===== src/rtl/ysyx_22050243_mem_pkg.sv =====
// Shared encodings and default widths for the IFU/LSU memory arbiter.
package ysyx_22050243_mem_pkg;

   localparam int ADDR_W_DEF  = 64;
   localparam int DATA_W_DEF  = 64;
   localparam int INST_W_DEF  = 32;
   localparam int TIMEOUT_DEF = 255;

   typedef enum logic [1:0] {
      ST_IDLE = 2'd0,
      ST_BUSY = 2'd1,
      ST_RESP = 2'd2
   } state_t;

   typedef enum logic {
      OWN_IFU = 1'b0,
      OWN_LSU = 1'b1
   } owner_t;

endpackage


===== src/rtl/ysyx_22050243_rr_arb2.sv =====
// Two-way round-robin selector between IFU and LSU with its last-grant register.
module ysyx_22050243_rr_arb2
   import ysyx_22050243_mem_pkg::*;
#(
   parameter bit LSU_FIRST = 1'b1
) (
   input  logic   clk,
   input  logic   rst_n,
   input  logic   en,
   input  logic   req_ifu,
   input  logic   req_lsu,
   output logic   gnt_ifu,
   output logic   gnt_lsu,
   output owner_t sel
);

   owner_t last;

   always_comb begin
      sel = OWN_IFU;
      if (req_ifu && req_lsu)
         sel = (last == OWN_LSU) ? OWN_IFU : OWN_LSU;
      else if (req_lsu)
         sel = OWN_LSU;
   end

   assign gnt_ifu = en && req_ifu && (sel == OWN_IFU);
   assign gnt_lsu = en && req_lsu && (sel == OWN_LSU);

   // Seeding last with the loser makes the preferred side win the first conflict.
   always_ff @(posedge clk or negedge rst_n) begin
      if (!rst_n)
         last <= LSU_FIRST ? OWN_IFU : OWN_LSU;
      else if (gnt_ifu || gnt_lsu)
         last <= sel;
   end

endmodule


===== src/rtl/ysyx_22050243_mem_arbiter.sv =====
// Shares one memory port between IFU fetches and LSU loads/stores, one access in flight.
// state | meaning
// IDLE  | waiting for a request, ready offered to the selected requester
// BUSY  | enables driven from latches, waiting for mem_done or watchdog expiry
// RESP  | owner's response held until resp_ready
module ysyx_22050243_mem_arbiter
   import ysyx_22050243_mem_pkg::*;
#(
   parameter int ADDR_W    = ADDR_W_DEF,
   parameter int DATA_W    = DATA_W_DEF,
   parameter int INST_W    = INST_W_DEF,
   parameter int TIMEOUT   = TIMEOUT_DEF,
   parameter bit LSU_FIRST = 1'b1
) (
   input  logic                clk,
   input  logic                rst_n,
   input  logic                ifu_req_valid,
   output logic                ifu_req_ready,
   input  logic [ADDR_W-1:0]   ifu_addr,
   output logic                ifu_resp_valid,
   input  logic                ifu_resp_ready,
   output logic [INST_W-1:0]   ifu_rdata,
   output logic                ifu_err,
   input  logic                lsu_req_valid,
   output logic                lsu_req_ready,
   input  logic                lsu_we,
   input  logic [ADDR_W-1:0]   lsu_addr,
   input  logic [DATA_W-1:0]   lsu_wdata,
   input  logic [DATA_W/8-1:0] lsu_wmask,
   output logic                lsu_resp_valid,
   input  logic                lsu_resp_ready,
   output logic [DATA_W-1:0]   lsu_rdata,
   output logic                lsu_err,
   output logic                mem_r_en,
   output logic                mem_w_en,
   output logic [ADDR_W-1:0]   mem_addr,
   output logic [DATA_W-1:0]   mem_wdata,
   output logic [DATA_W/8-1:0] mem_wmask,
   input  logic [DATA_W-1:0]   mem_rdata,
   input  logic                mem_done
);

   // Down-counter loaded with TIMEOUT-1 so BUSY lasts at most TIMEOUT cycles.
   localparam int WD_W = (TIMEOUT < 2) ? 1 : $clog2(TIMEOUT);

   state_t              state, state_n;
   owner_t              owner, sel;
   logic                gnt_ifu, gnt_lsu, req_hs, resp_hs;
   logic                we_q, err_q;
   logic [ADDR_W-1:0]   addr_q;
   logic [DATA_W-1:0]   wdata_q, rdata_q;
   logic [DATA_W/8-1:0] wmask_q;
   logic [WD_W-1:0]     wd_cnt;

   ysyx_22050243_rr_arb2 #(.LSU_FIRST(LSU_FIRST)) u_arb (
      .clk     (clk),
      .rst_n   (rst_n),
      .en      (state == ST_IDLE),
      .req_ifu (ifu_req_valid),
      .req_lsu (lsu_req_valid),
      .gnt_ifu (gnt_ifu),
      .gnt_lsu (gnt_lsu),
      .sel     (sel)
   );

   always_ff @(posedge clk or negedge rst_n) begin
      if (!rst_n)
         state <= ST_IDLE;
      else
         state <= state_n;
   end

   always_comb begin
      state_n        = state;
      ifu_req_ready  = 1'b0;
      lsu_req_ready  = 1'b0;
      ifu_resp_valid = 1'b0;
      lsu_resp_valid = 1'b0;
      mem_r_en       = 1'b0;
      mem_w_en       = 1'b0;
      case (state)
         ST_IDLE: begin
            ifu_req_ready = gnt_ifu;
            lsu_req_ready = gnt_lsu;
            if (gnt_ifu || gnt_lsu)
               state_n = ST_BUSY;
         end
         ST_BUSY: begin
            mem_r_en = !we_q;
            mem_w_en = we_q;
            if (mem_done || (wd_cnt == '0))
               state_n = ST_RESP;
         end
         ST_RESP: begin
            ifu_resp_valid = (owner == OWN_IFU);
            lsu_resp_valid = (owner == OWN_LSU);
            if (resp_hs)
               state_n = ST_IDLE;
         end
         default: state_n = ST_IDLE;
      endcase
   end

   assign req_hs  = gnt_ifu || gnt_lsu;
   assign resp_hs = (state == ST_RESP) &&
                    (((owner == OWN_IFU) && ifu_resp_ready) ||
                     ((owner == OWN_LSU) && lsu_resp_ready));

   always_ff @(posedge clk or negedge rst_n) begin
      if (!rst_n) begin
         owner   <= OWN_IFU;
         we_q    <= 1'b0;
         addr_q  <= '0;
         wdata_q <= '0;
         wmask_q <= '0;
         rdata_q <= '0;
         err_q   <= 1'b0;
         wd_cnt  <= '0;
      end else if (req_hs) begin
         owner   <= sel;
         we_q    <= (sel == OWN_LSU) && lsu_we;
         addr_q  <= (sel == OWN_LSU) ? lsu_addr : ifu_addr;
         wdata_q <= (sel == OWN_LSU) ? lsu_wdata : '0;
         wmask_q <= (sel == OWN_LSU) ? lsu_wmask : '0;
         wd_cnt  <= WD_W'(TIMEOUT - 1);
      end else if (state == ST_BUSY) begin
         if (mem_done) begin
            rdata_q <= we_q ? '0 : mem_rdata;
            err_q   <= 1'b0;
         end else if (wd_cnt == '0) begin
            rdata_q <= '0;
            err_q   <= 1'b1;
         end else begin
            wd_cnt  <= wd_cnt - 1'b1;
         end
      end
   end

   assign mem_addr  = addr_q;
   assign mem_wdata = wdata_q;
   assign mem_wmask = wmask_q;
   assign lsu_rdata = rdata_q;
   assign lsu_err   = lsu_resp_valid && err_q;
   assign ifu_err   = ifu_resp_valid && err_q;
   assign ifu_rdata = addr_q[2] ? rdata_q[2*INST_W-1 -: INST_W] : rdata_q[INST_W-1:0];

endmodule


===== config.mk =====
export PLATFORM = sky130hd
export DESIGN_NAME = ysyx_22050243_mem_arbiter
export DESIGN_NICKNAME = d
export VERILOG_FILES = /design/src/rtl/ysyx_22050243_mem_pkg.sv /design/src/rtl/ysyx_22050243_rr_arb2.sv /design/src/rtl/ysyx_22050243_mem_arbiter.sv
export SDC_FILE = /design/constraint.sdc
export NUM_CORES = 1
export LEC_CHECK = 0
export CAP_MARGIN = 5
export CORE_AREA = 2 2 200 202
export CTS_BUF_LIST = sky130_fd_sc_hd__clkbuf_8
export DETAILED_ROUTE_END_ITERATION = 8
export DIE_AREA = 0 0 202 204
export HOLD_SLACK_MARGIN = 0.03
export SLEW_MARGIN = 10
export SYNTH_ARGS = -nofsm -noshare
export SYNTH_HDL_FRONTEND = slang
export SYNTH_SLANG_ARGS = --single-unit

===== constraint.sdc =====
create_clock -name clk -period 2.3 [get_ports clk]
set_clock_uncertainty 0.15 [all_clocks]
set_input_delay 0.345 -clock clk [delete_from_list [all_inputs] [get_ports clk]]
set_output_delay 0.345 -clock clk [all_outputs]
set_load 0.02 [all_outputs]

### Word level (Yosys, flattened, before mapping)

Cells that the tools add are included.

| word-level totals | value |
|---|---|
| bits in registers | 213 |
| latch bits | 0 |
| RAM bits | 0 |
| ROM bits | 0 |
| bits of input ports | 272 |
| output and inout port bits | 240 |
| word-level logic and storage cells | 68 |
| memories | 0 |

| operators by class | value |
|---|---|
| $add $sub $neg | 1 |
| multiply operators | 0 |
| divide/modulo/power cells | 0 |
| order comparisons | 0 |
| eq/ne operators | 7 |
| shift operators | 0 |
| mux-type cells | 26 |
| bitwise operators | 3 |
| reductions and logical operators | 22 |

Operator list:

| cell | number |
|---|---|
| $mux W64 | 5 |
| $mux W8 | 5 |
| $mux W32 | 1 |
| $logic_and A1 B1 Y1 | 11 |
| $mux W1 | 11 |
| $reduce_and A3 Y1 | 3 |
| $logic_not A8 Y1 | 1 |
| $ne A2 B2 Y1 const B | 4 |
| $sub A8 B1 Y8 const B | 1 |
| $mux W2 | 3 |
| $pmux W2 S3 | 1 |
| $reduce_bool A2 Y1 | 2 |
| $logic_or A1 B1 Y1 | 3 |
| $not A1 Y1 | 3 |
| $eq A2 B1 Y1 const B | 1 |
| $eq A2 B2 Y1 const B | 1 |
| $logic_not A2 Y1 | 1 |
| $ne A2 B1 Y1 const B | 1 |
| $logic_not A1 Y1 | 1 |

### Depth between registers and ports, before layout

Gate-level depths: netlist of the first run.

| logic depth | value |
|---|---|
| word-level depth | 7 |
| gate-level depth with buffers | 7 |
| depth with buffers taken out | 5 |

### Cells and area by module

A second synthesis of the first run with hierarchy kept.

| second synthesis, totals | value |
|---|---|
| cell total of the unflattened synthesis | 854 |
| area total of the unflattened synthesis | 9161.3 um^2 |

Modules (own cells, without submodules):

| module | times used | cells each | area an instance (um^2) | seq. area each (um^2) |
|---|---|---|---|---|
| ysyx_22050243_mem_arbiter | 1 | 847 | 9096.2 | 5330.1 |
| ysyx_22050243_rr_arb2 | 1 | 7 | 65.1 | 25.0 |

### Worst setup path after synthesis of the first run

No wires, ideal clock.

| timing path | value |
|---|---|
| kind | register to register |
| start | register wd_cnt[0] |
| end | register wd_cnt[0] |
| library setup time | 79 ps |
| arrival time | 1776 ps |
| data required time | 2071 ps |
| setup slack | 294 ps |
| stages on the path, launching flop included | 7 |
| path buffers | 1 |
| period minus slack after synthesis | 2006 ps |
| cells stage by stage | dfrtp_1 inv_1 ha_1 or3b_2 clkbuf_1 o21ai_0 mux2i_1 |

| between the ends | value |
|---|---|
| longest elaborated chain between the ends | 5 |
| elaborated cells on any way between the ends | 8 |
| those cells by class | add/sub (1); eq/ne (1); mux (4); reduce/logical (2) |

RTL lines:

| item | line | source |
|---|---|---|
| start, declared | ysyx_22050243_mem_arbiter.sv:53 | `logic [WD_W-1:0] wd_cnt;` |
| start signal, assigned | ysyx_22050243_mem_arbiter.sv:125 | `wd_cnt <= WD_W'(TIMEOUT - 1);` |
| start signal, assigned | ysyx_22050243_mem_arbiter.sv:134 | `wd_cnt <= wd_cnt - 1'b1;` |
| $sub A8 B1 Y8 | ysyx_22050243_mem_arbiter.sv:134 |  |
| $mux W8 | ysyx_22050243_mem_arbiter.sv:130 | `end else if (wd_cnt == '0) begin` |
| $mux W8 | ysyx_22050243_mem_arbiter.sv:127 | `if (mem_done) begin` |
| $mux W8 | ysyx_22050243_mem_arbiter.sv:126 | `end else if (state == ST_BUSY) begin` |
| $mux W8 | ysyx_22050243_mem_arbiter.sv:119 | `end else if (req_hs) begin` |

Parallel ways exist; a longest one is shown, timed or not. The select of a mux whose other input is x is not followed.
A chain may end at the register's enable or synchronous reset.

### Worst setup path after layout of the first run

| timing path | value |
|---|---|
| start | register addr_q[2] (netlist: mem_addr[2]) |
| end | output ifu_rdata[11] |

| between the ends | value |
|---|---|
| longest elaborated chain between the ends | 1 |

RTL lines:

| item | line | source |
|---|---|---|
| start, declared | ysyx_22050243_mem_arbiter.sv:50 | `logic [ADDR_W-1:0] addr_q;` |
| start signal, assigned | ysyx_22050243_mem_arbiter.sv:122 | `addr_q <= (sel == OWN_LSU) ? lsu_addr : ifu_addr;` |
| $mux W32 | ysyx_22050243_mem_arbiter.sv:145 | `assign ifu_rdata = addr_q[2] ? rdata_q[2*INST_W-1 -: INST_W] : rdata_q[INST_W-1:0];` |
| end, declared | ysyx_22050243_mem_arbiter.sv:22 | `output logic [INST_W-1:0] ifu_rdata,` |

No other way between the ends.

==> metrics.sh, run 1 <==
RESULT_OF_THE_RUN='finished, violations left'
VIOLATIONS_IN_THE_FINAL_REPORTS='setup timing'
DIEAREA_MM2=0.0412
POSTLAYOUTCOREUTIL=0.434
FINAL_NET_COUNT=1798
FINAL_INSTANCE_COUNT_WITHOUT_FILLER_CELLS=2082
CTS_HTREE_LEVELS=2
WHS_NS=0.120
SETUP.WORST_PATH.START='mem_addr[2]'
HP-CLASS='in2async'
POST_SYNTH_NUM_CELL_TYPES=42
POWER.IR.VDD_WORST_uV=884
SYNTHCELLS=1006
CRIT_PATH_FREQUENT_CELL='sky130_fd_sc_hd__buf_12'
SYNTH_FP_NETS=1280
CRIT_PATH_CELL_TRACE='buf_12 -> buf_16 -> buf_12 -> mux2_4 -> buf_6'
FINALINSTANCEAREA_MM2=0.0170
PATH_CLK_SLEW_NS=0.06
DIE_X_UM=202
MAX-CLOCK-PATH-BUFFERS=3
DRTPASS1ITERATIONS=5
STD_CELL_ROWS=73
CTS_NUM_SINKS=213
DETAIL_ROUTE.DRC_VIOLATIONS=0
DPL_CELL_AREA_MM2=0.0157
REG2REG_FROM='wd_cnt[0]'
CTS_INSERTED_BUFFERS=42
DRV_SLEW=0
PATH_BUF_INV=4
FINALSETUPVIOLATIONS=19
RELSLEWSLACK=0.434
CORE_MM2=0.0392
SYN_AREA_PER_CELL_UM2=9.79
MIN_PERIOD_NS=2.38
CRIT_PATH_TOP_DELAY_CELL='sky130_fd_sc_hd__dfrtp_2'
ROUTE.VIAS.TOTAL=10001
GRT_MAX_DEGREE=78
TRITONCTS='built'
DRIVE_GT1_FRAC=0.134
SLACK_OF_THE_WORST_REG_TO_REG_PATH_NS=0.19
RSZ0062_AT_GRT='yes'
PWR_DENSITY_CELL_mW_PER_MM2=1430
SETUP.WORST_PATH.START_CLASS='flop'
ANTENNA_FOUND_INITIAL=5
GRT_USAGE=0.199
FLOORPLAN.DIE.HEIGHT_UM=204
POSTSYNTHREGISTERBITS=213
DETAILEDROUTE.FIRSTITERATIONVIOLATIONS=537
KIND_OF_CAPTURE_POINT_OF_THE_WORST_SETUP_PATH='primary output'
WORST_CASE_SETUP_MARGIN_IN_THE_FINAL_LAYOUT_NS=-0.0824
DRT-WIRELENGTH-PER-CELL_UM=20.3
FIRST_PASS_GRT_WIRE_LENGTH_MM=63.1
DRV_CAP=0
CP_MAX_STAGE_DELAY_NS=0.42
HOLD_VIOL_FINAL=0
ACHIEVABLE-FREQUENCY_MHz=420
PLACE_CONGESTION=0.877
PLACE.PORT_BUFFERS=511
POST_DRT_VIA_CELL_RATIO=4.80
PERIOD_SHARE=1.04
SYNTH.CELL_AREA_MM2=0.00985
SYNTH_SEQUENTIAL_AREA_RATIO=0.541
FLOORPLAN.INITIALDENSITY=0.251
CTS.ROOT.BUFFER_CELL='sky130_fd_sc_hd__clkbuf_8'
REQUIRED_NS=1.80
WL_MM=42.2
GRT_PASS1_VIAS=10185
DRTANTENNAVIOLNETS=0
SLEW_WORST_PIN_NS=0.849
GLOBALROUTEOVERFLOWTOTAL=0
IO_PINS=512
INSERTION_DELAY_NS=0.59
FINALSETUPTNS_NS=-0.977
SYNTH.YOSYS.WARNINGS=0
YS.FLOP_TYPE='sky130_fd_sc_hd__dfrtp_1'
SYNTHARSTFLOPSHARE=1.00
AREA_GROWTH_SYN_TO_LAYOUT_PCT=72.5
TIMING.REG2REG.WORST_PATH_DEPTH=6
TIMING.SETUP.CRITICAL_PATH_CLASS='reg2out'
CP_MAX_FO=5
SYNTH_EDF_COUNT=0
POST-DP-HPWL_MM=29.7
POST-PLACE-CELLS=1987
POWER.STATIC_LEAKAGE_nW=7.03
CRIT-REG2REG-CAPTURE='lsu_rdata[21]'
NUM-FILL-CELLS=3780
CRITICAL_PATH_ARRIVAL_NS=1.89
CPLARGESTDELAYFAMILY='buffers and inverters'
kinds of logic (layout without fill, tap and decap cells):
family / count (synthesis) / in the layout / synth area share
multiplexers: 101 / 101 / 0.107
buffers and inverters: 97 / 645 / 0.0404
adder cells (fa/ha/maj): 2 / 2 / 0.00254
flip-flops: 213 / 213 / 0.541
AO/OA/AOI/OAI: 347 / 347 / 0.196
other: 0 / 3 / 0
AND/OR/NAND/NOR: 246 / 246 / 0.113
through the flow:
stage / worst slack [ns] / total power [mW]
finish: -0.0824 / 24.2
global placement: -0.126 / 19.3
floorplan: 0.294 / 12.8
CTS: -0.156 / 24.0
global route: -0.147 / 25.7
detailed placement: -0.117 / 19.4
cells in the mapped netlist, types with 2 or more instances:
cell type | count | area, um2
sky130_fd_sc_hd__nand3_1 | 75 | 375
sky130_fd_sc_hd__nor2_1 | 5 | 18.8
sky130_fd_sc_hd__nor2b_1 | 3 | 18.8
sky130_fd_sc_hd__ha_1 | 2 | 25.0
sky130_fd_sc_hd__clkbuf_2 | 6 | 30.0
sky130_fd_sc_hd__buf_1 | 5 | 18.8
sky130_fd_sc_hd__o21ai_0 | 259 | 1300
sky130_fd_sc_hd__a21oi_1 | 3 | 15.0
sky130_fd_sc_hd__and2_1 | 3 | 18.8
sky130_fd_sc_hd__o31ai_1 | 2 | 15.0
sky130_fd_sc_hd__dfrtp_1 | 213 | 5330
sky130_fd_sc_hd__inv_1 | 3 | 11.3
sky130_fd_sc_hd__or3b_2 | 2 | 17.5
sky130_fd_sc_hd__nand2_1 | 140 | 526
sky130_fd_sc_hd__or4b_1 | 2 | 20.0
sky130_fd_sc_hd__mux2i_1 | 69 | 691
sky130_fd_sc_hd__a22oi_1 | 64 | 480
sky130_fd_sc_hd__clkbuf_1 | 67 | 251
sky130_fd_sc_hd__o211ai_1 | 3 | 22.5
sky130_fd_sc_hd__or3_1 | 2 | 12.5
sky130_fd_sc_hd__or2_2 | 2 | 12.5
sky130_fd_sc_hd__mux2_2 | 32 | 360
sky130_fd_sc_hd__nor3_1 | 2 | 10.0
sky130_fd_sc_hd__o21ai_1 | 10 | 50.1
sky130_fd_sc_hd__buf_2 | 15 | 75.1
how the worst max path moves through the flow:
stage	cells past startpoint	slack, ns	to
2_1_floorplan	6	0.29	wd_cnt[0]
5_1_grt	5	-0.15	ifu_rdata[11]
3_5_place_dp	4	-0.12	lsu_req_ready
3_3_place_gp	4	-0.13	ifu_req_ready
6_report	5	-0.08	ifu_rdata[11]
4_1_cts	5	-0.16	ifu_rdata[17]
worst register-to-register path, cell delays in order, from the launching register on:
cell and delay, ns:
sky130_fd_sc_hd__dfrtp_1 0.41, sky130_fd_sc_hd__inv_1 0.10, sky130_fd_sc_hd__ha_1 0.18, sky130_fd_sc_hd__or3b_2 0.57, sky130_fd_sc_hd__nor2_4 0.14, sky130_fd_sc_hd__buf_12 0.25, sky130_fd_sc_hd__o21ai_0 0.19
state kept, by name, summed over array words and instances, names as in the netlist:
| signal | count |
|---|---|
| state | 2 |
| wd_cnt | 8 |
| we_q | 1 |
| mem_wmask | 8 |
| err_q | 1 |
| owner | 1 |
| lsu_rdata | 64 |
| mem_wdata | 64 |
| mem_addr | 64 |
where the power goes:
group	internal, mW	switching, mW
registers	5.41	1.37
logic	6.40	7.06
clock network	2.28	1.73
total	14.1	10.2
layout by cell type (no fill, tap or decap), types with 3 or more instances in the layout:
cell type	Yosys	routed
sky130_fd_sc_hd__clkdlybuf4s50_1	0	468
sky130_fd_sc_hd__o21ai_0	259	259
sky130_fd_sc_hd__dfrtp_1	213	210
sky130_fd_sc_hd__nand2_1	140	139
sky130_fd_sc_hd__nand3_1	75	75
sky130_fd_sc_hd__mux2i_1	69	69
sky130_fd_sc_hd__a22oi_1	64	64
sky130_fd_sc_hd__clkbuf_8	0	56
sky130_fd_sc_hd__buf_6	1	39
sky130_fd_sc_hd__buf_4	0	32
sky130_fd_sc_hd__mux2_4	0	21
sky130_fd_sc_hd__inv_1	3	14
sky130_fd_sc_hd__buf_12	0	13
sky130_fd_sc_hd__mux2_2	32	11
sky130_fd_sc_hd__o21ai_1	10	10
sky130_fd_sc_hd__buf_16	0	4
sky130_fd_sc_hd__diode_2	0	3
sky130_fd_sc_hd__nor2_1	5	3
sky130_fd_sc_hd__nor2_4	1	3
sky130_fd_sc_hd__or2_2	2	3
sky130_fd_sc_hd__o211ai_1	3	3
sky130_fd_sc_hd__a21oi_1	3	3
sky130_fd_sc_hd__clkinv_2	0	3
sky130_fd_sc_hd__dfrtp_2	0	3
sky130_fd_sc_hd__clkdlybuf4s15_2	0	3
sky130_fd_sc_hd__buf_2	15	3
sky130_fd_sc_hd__dlygate4sd2_1	0	3
area by class of cell:
type	instances	area, um2	share of cell area
inverter	3	11.3	0.000663
multi-input combinational	696	4260	0.251
sequential	213	5330	0.314
tap	525	657	0.0387
antenna	3	7.51	0.000442
clock buffer	56	771	0.0454
timing repair buffer	568	5840	0.344
clock inverter	18	105	0.00619
layer usage:
metal | global-route usage | vias to the layer above | wire length, um
li1 | - | 4637 | -
met1 | 0.226 | 4784 | 15600
met2 | 0.338 | 480 | 21200
met3 | 0.0663 | 98 | 3580
met4 | 0.0969 | 2 | 1780
met5 | 0 | - | 12
repair_timing:
action                                 CTS  global route
hold buffers                             1             0
gates cloned                             3             0
setup endpoints to repair               42            33
resized for setup                      206            51
buffers inserted                        10             4
endpoints found under the hold margin  213             0
Power figures use the tool's default switching activity.
==> run 2, diff against run 1 <==
- SKIP_LAST_GASP: default -> 1
- SLEW_MARGIN: 10 -> default
==> metrics.sh, run 2 (synthesis results as in run 1) <==
INSERTION_DELAY_NS=0.59  # about the same
MAX-CLOCK-PATH-BUFFERS=3  # unchanged
FINAL_NET_COUNT=1798  # unchanged
FINAL_CELL_MIX='sky130_fd_sc_hd__clkdlybuf4s50_1 (468), sky130_fd_sc_hd__o21ai_0 (259), sky130_fd_sc_hd__dfrtp_1 (210)'
CORE_MM2=0.0392  # unchanged
POST-PLACE-WS_NS=-0.117  # unchanged
PERIOD_SHARE=1.04  # about the same
CTS_HTREE_LEVELS=2  # unchanged
PLACE_CONGESTION=0.877  # unchanged
ANTENNA_FOUND_INITIAL=4  # -1
WHS_NS=0.121  # +0.000809 ns
DIE_X_UM=202  # unchanged
POWER_SWITCHING_SHARE=0.419  # about the same
STD_CELL_ROWS=73  # unchanged
POWER.STATIC_LEAKAGE_nW=7.02  # -0.12%
COMBPWRFRAC=0.555  # about the same
DRV_SLEW=0  # unchanged
FINAL_INSTANCE_COUNT_WITHOUT_FILLER_CELLS=2081  # -0.048%
FINALSETUPVIOLATIONS=19  # unchanged
HOLD_VIOL_FINAL=0  # unchanged
ROUTE.VIAS.TOTAL=9993  # -0.080%
RELSLEWSLACK=0.438  # +0.00366
FIRST_PASS_GRT_WIRE_LENGTH_MM=63.0  # about the same
CRITICAL_PATH_ARRIVAL_NS=1.89  # about the same
DRIVE_GT1_FRAC=0.134  # unchanged
FLOORPLAN.DIE.HEIGHT_UM=204  # unchanged
DRTPASS1ITERATIONS=5  # unchanged
GRT_MAX_DEGREE=78  # unchanged
POST-DP-HPWL_MM=29.7  # unchanged
ACHIEVABLE-FREQUENCY_MHz=420  # about the same
POWER.INTERNAL_mW=14.1  # -0.11%
POSTLAYOUTCOREUTIL=0.433  # about the same
TIMING.SETUP.CRITICAL_PATH_CLASS='reg2out'
NETSWITCHINGPOWER_mW=10.2  # about the same
PATH_CLK_SLEW_NS=0.06  # about the same
IO_PINS=512  # unchanged
REQUIRED_NS=1.80  # about the same
CTS_NUM_SINKS=213  # unchanged
RESULT_OF_THE_RUN='finished, violations left'
MULTI_INPUT_AREA_MM2=0.00425  # -0.18%
AREA_GROWTH_SYN_TO_LAYOUT_PCT=72.4  # about the same
GLOBALROUTEOVERFLOWTOTAL=0  # unchanged
POWER.IR.VDD_WORST_uV=884  # about the same
DRTANTENNAVIOLNETS=0  # unchanged
GRT_USAGE=0.199  # unchanged
FINALINSTANCEAREA_MM2=0.0170  # about the same
SEQ_POWER_SHARE=0.280  # about the same
PWR_DENSITY_CELL_mW_PER_MM2=1430  # about the same
POST-PLACE-CELLS=1987  # unchanged
DPL_CELL_AREA_MM2=0.0157  # unchanged
DETAILEDROUTE.FIRSTITERATIONVIOLATIONS=557  # +3.7%
PLACE.PORT_BUFFERS=511  # unchanged
HP-CLASS='in2async'
CP_MAX_FO=5  # unchanged
LEADING_CELL_TYPE_IN_THE_LAYOUT_FILL_AND_TAPS_EXCLUDED='sky130_fd_sc_hd__clkdlybuf4s50_1'
DRT-WIRELENGTH-PER-CELL_UM=20.3  # about the same
GRT_PASS1_VIAS=10183  # -0.020%
SETUP.WORST_PATH.START_CLASS='flop'
DETAIL_ROUTE.DRC_VIOLATIONS=0  # unchanged
FLOORPLAN.INITIALDENSITY=0.251  # unchanged
MIN_PERIOD_NS=2.38  # +0.000757 ns
KIND_OF_CAPTURE_POINT_OF_THE_WORST_SETUP_PATH='primary output'
DRV_CAP=0  # unchanged
WORST_CASE_SETUP_MARGIN_IN_THE_FINAL_LAYOUT_NS=-0.0832  # -0.000757 ns
TRITONCTS='built'
POWER_FRAC_CLOCK=0.165  # about the same
VIOLATIONS_IN_THE_FINAL_REPORTS='setup timing'
POST_DRT_VIA_CELL_RATIO=4.80  # about the same
WL_MM=42.2  # -0.12%
DIEAREA_MM2=0.0412  # unchanged
CTS.ROOT.BUFFER_CELL='sky130_fd_sc_hd__clkbuf_8'
SEQUENTIAL_CELL_AREA_MM2=0.00533  # unchanged
CTS_INSERTED_BUFFERS=42  # unchanged
RSZ0062_AT_GRT='yes'
SLEW_WORST_PIN_NS=0.843  # -0.00549 ns
NUM-FILL-CELLS=3780  # unchanged
[run 2: cell count changes in the layout (fill, tap and decap cells not counted), sizes merged]
cell / delta
diode: -1
[run 2: worst paths after layout]
check | startpoint | endpoint | slack [ns] | depth (start not counted)
worst max-delay path | mem_addr[2] | ifu_rdata[11] | -0.08 | 5
worst min-delay path | rst_n | lsu_rdata[53] | 0.12 | 2
worst max register to register | wd_cnt[0] | lsu_rdata[21] | 0.18 | 6
worst min register to register | mem_addr[46] | mem_addr[46] | 0.36 | 2
max in group asynchronous | rst_n | mem_addr[2] | 1.16 | 3
min in group clk | lsu_wdata[46] | mem_wdata[46] | 0.17 | 3
[run 2: power by group through the flow]
| stage | clock network [mW] | logic [mW] | registers (mW) |
|---|---|---|---|
| floorplan | 0 | 4.50 | 8.34 |
| global placement | 0 | 12.6 | 6.75 |
| detailed placement | 0 | 12.7 | 6.79 |
| CTS | 4.17 | 13.1 | 6.77 |
| global route | 4.31 | 14.3 | 7.00 |
| finish | 4.01 | 13.4 | 6.78 |
[run 2: cell type report]
cell class,instances,area share
clock buffer,56,0.0454
sequential,213,0.314
tap,525,0.0387
clock inverter,18,0.00619
inverter,3,0.000663
timing repair buffer,568,0.344
multi-input combinational,696,0.250
antenna,2,0.000295
[run 2: critical path: stages (launching register included)]
cell and delay, ns:
sky130_fd_sc_hd__dfrtp_2 0.42, sky130_fd_sc_hd__buf_12 0.16, sky130_fd_sc_hd__buf_16 0.15, sky130_fd_sc_hd__buf_12 0.13
sky130_fd_sc_hd__mux2_4 0.31, sky130_fd_sc_hd__buf_6 0.14
[run 2: repair_timing]
action,in CTS,in global routing
hold endpoints to repair,213,0
hold buffers,1,0
setup endpoints to repair,42,34
gates resized for setup,188,69
buffers inserted,10,4
cloned,3,0
[run 2: metal layers]
metal / vias to the layer above / global-route usage / wire, um / part of all wire
met1: 4780 / 0.225 / 15600 / 0.37
met3: 99 / 0.0657 / 3600 / 0.085
met4: 2 / 0.0940 / 1810 / 0.043
li1: 4631 / - / - / -
met5: - / 0 / 12 / 0.00028
met2: 481 / 0.340 / 21200 / 0.50
[run 2: metrics by stage]
step	TNS (ns)	power [mW]
after global placement	-0.213	19.3
after global routing	-2.65	25.7
final	-0.963	24.2
after detailed placement	-1.70	19.4
after floorplan	0	12.8
after CTS	-2.86	24.0
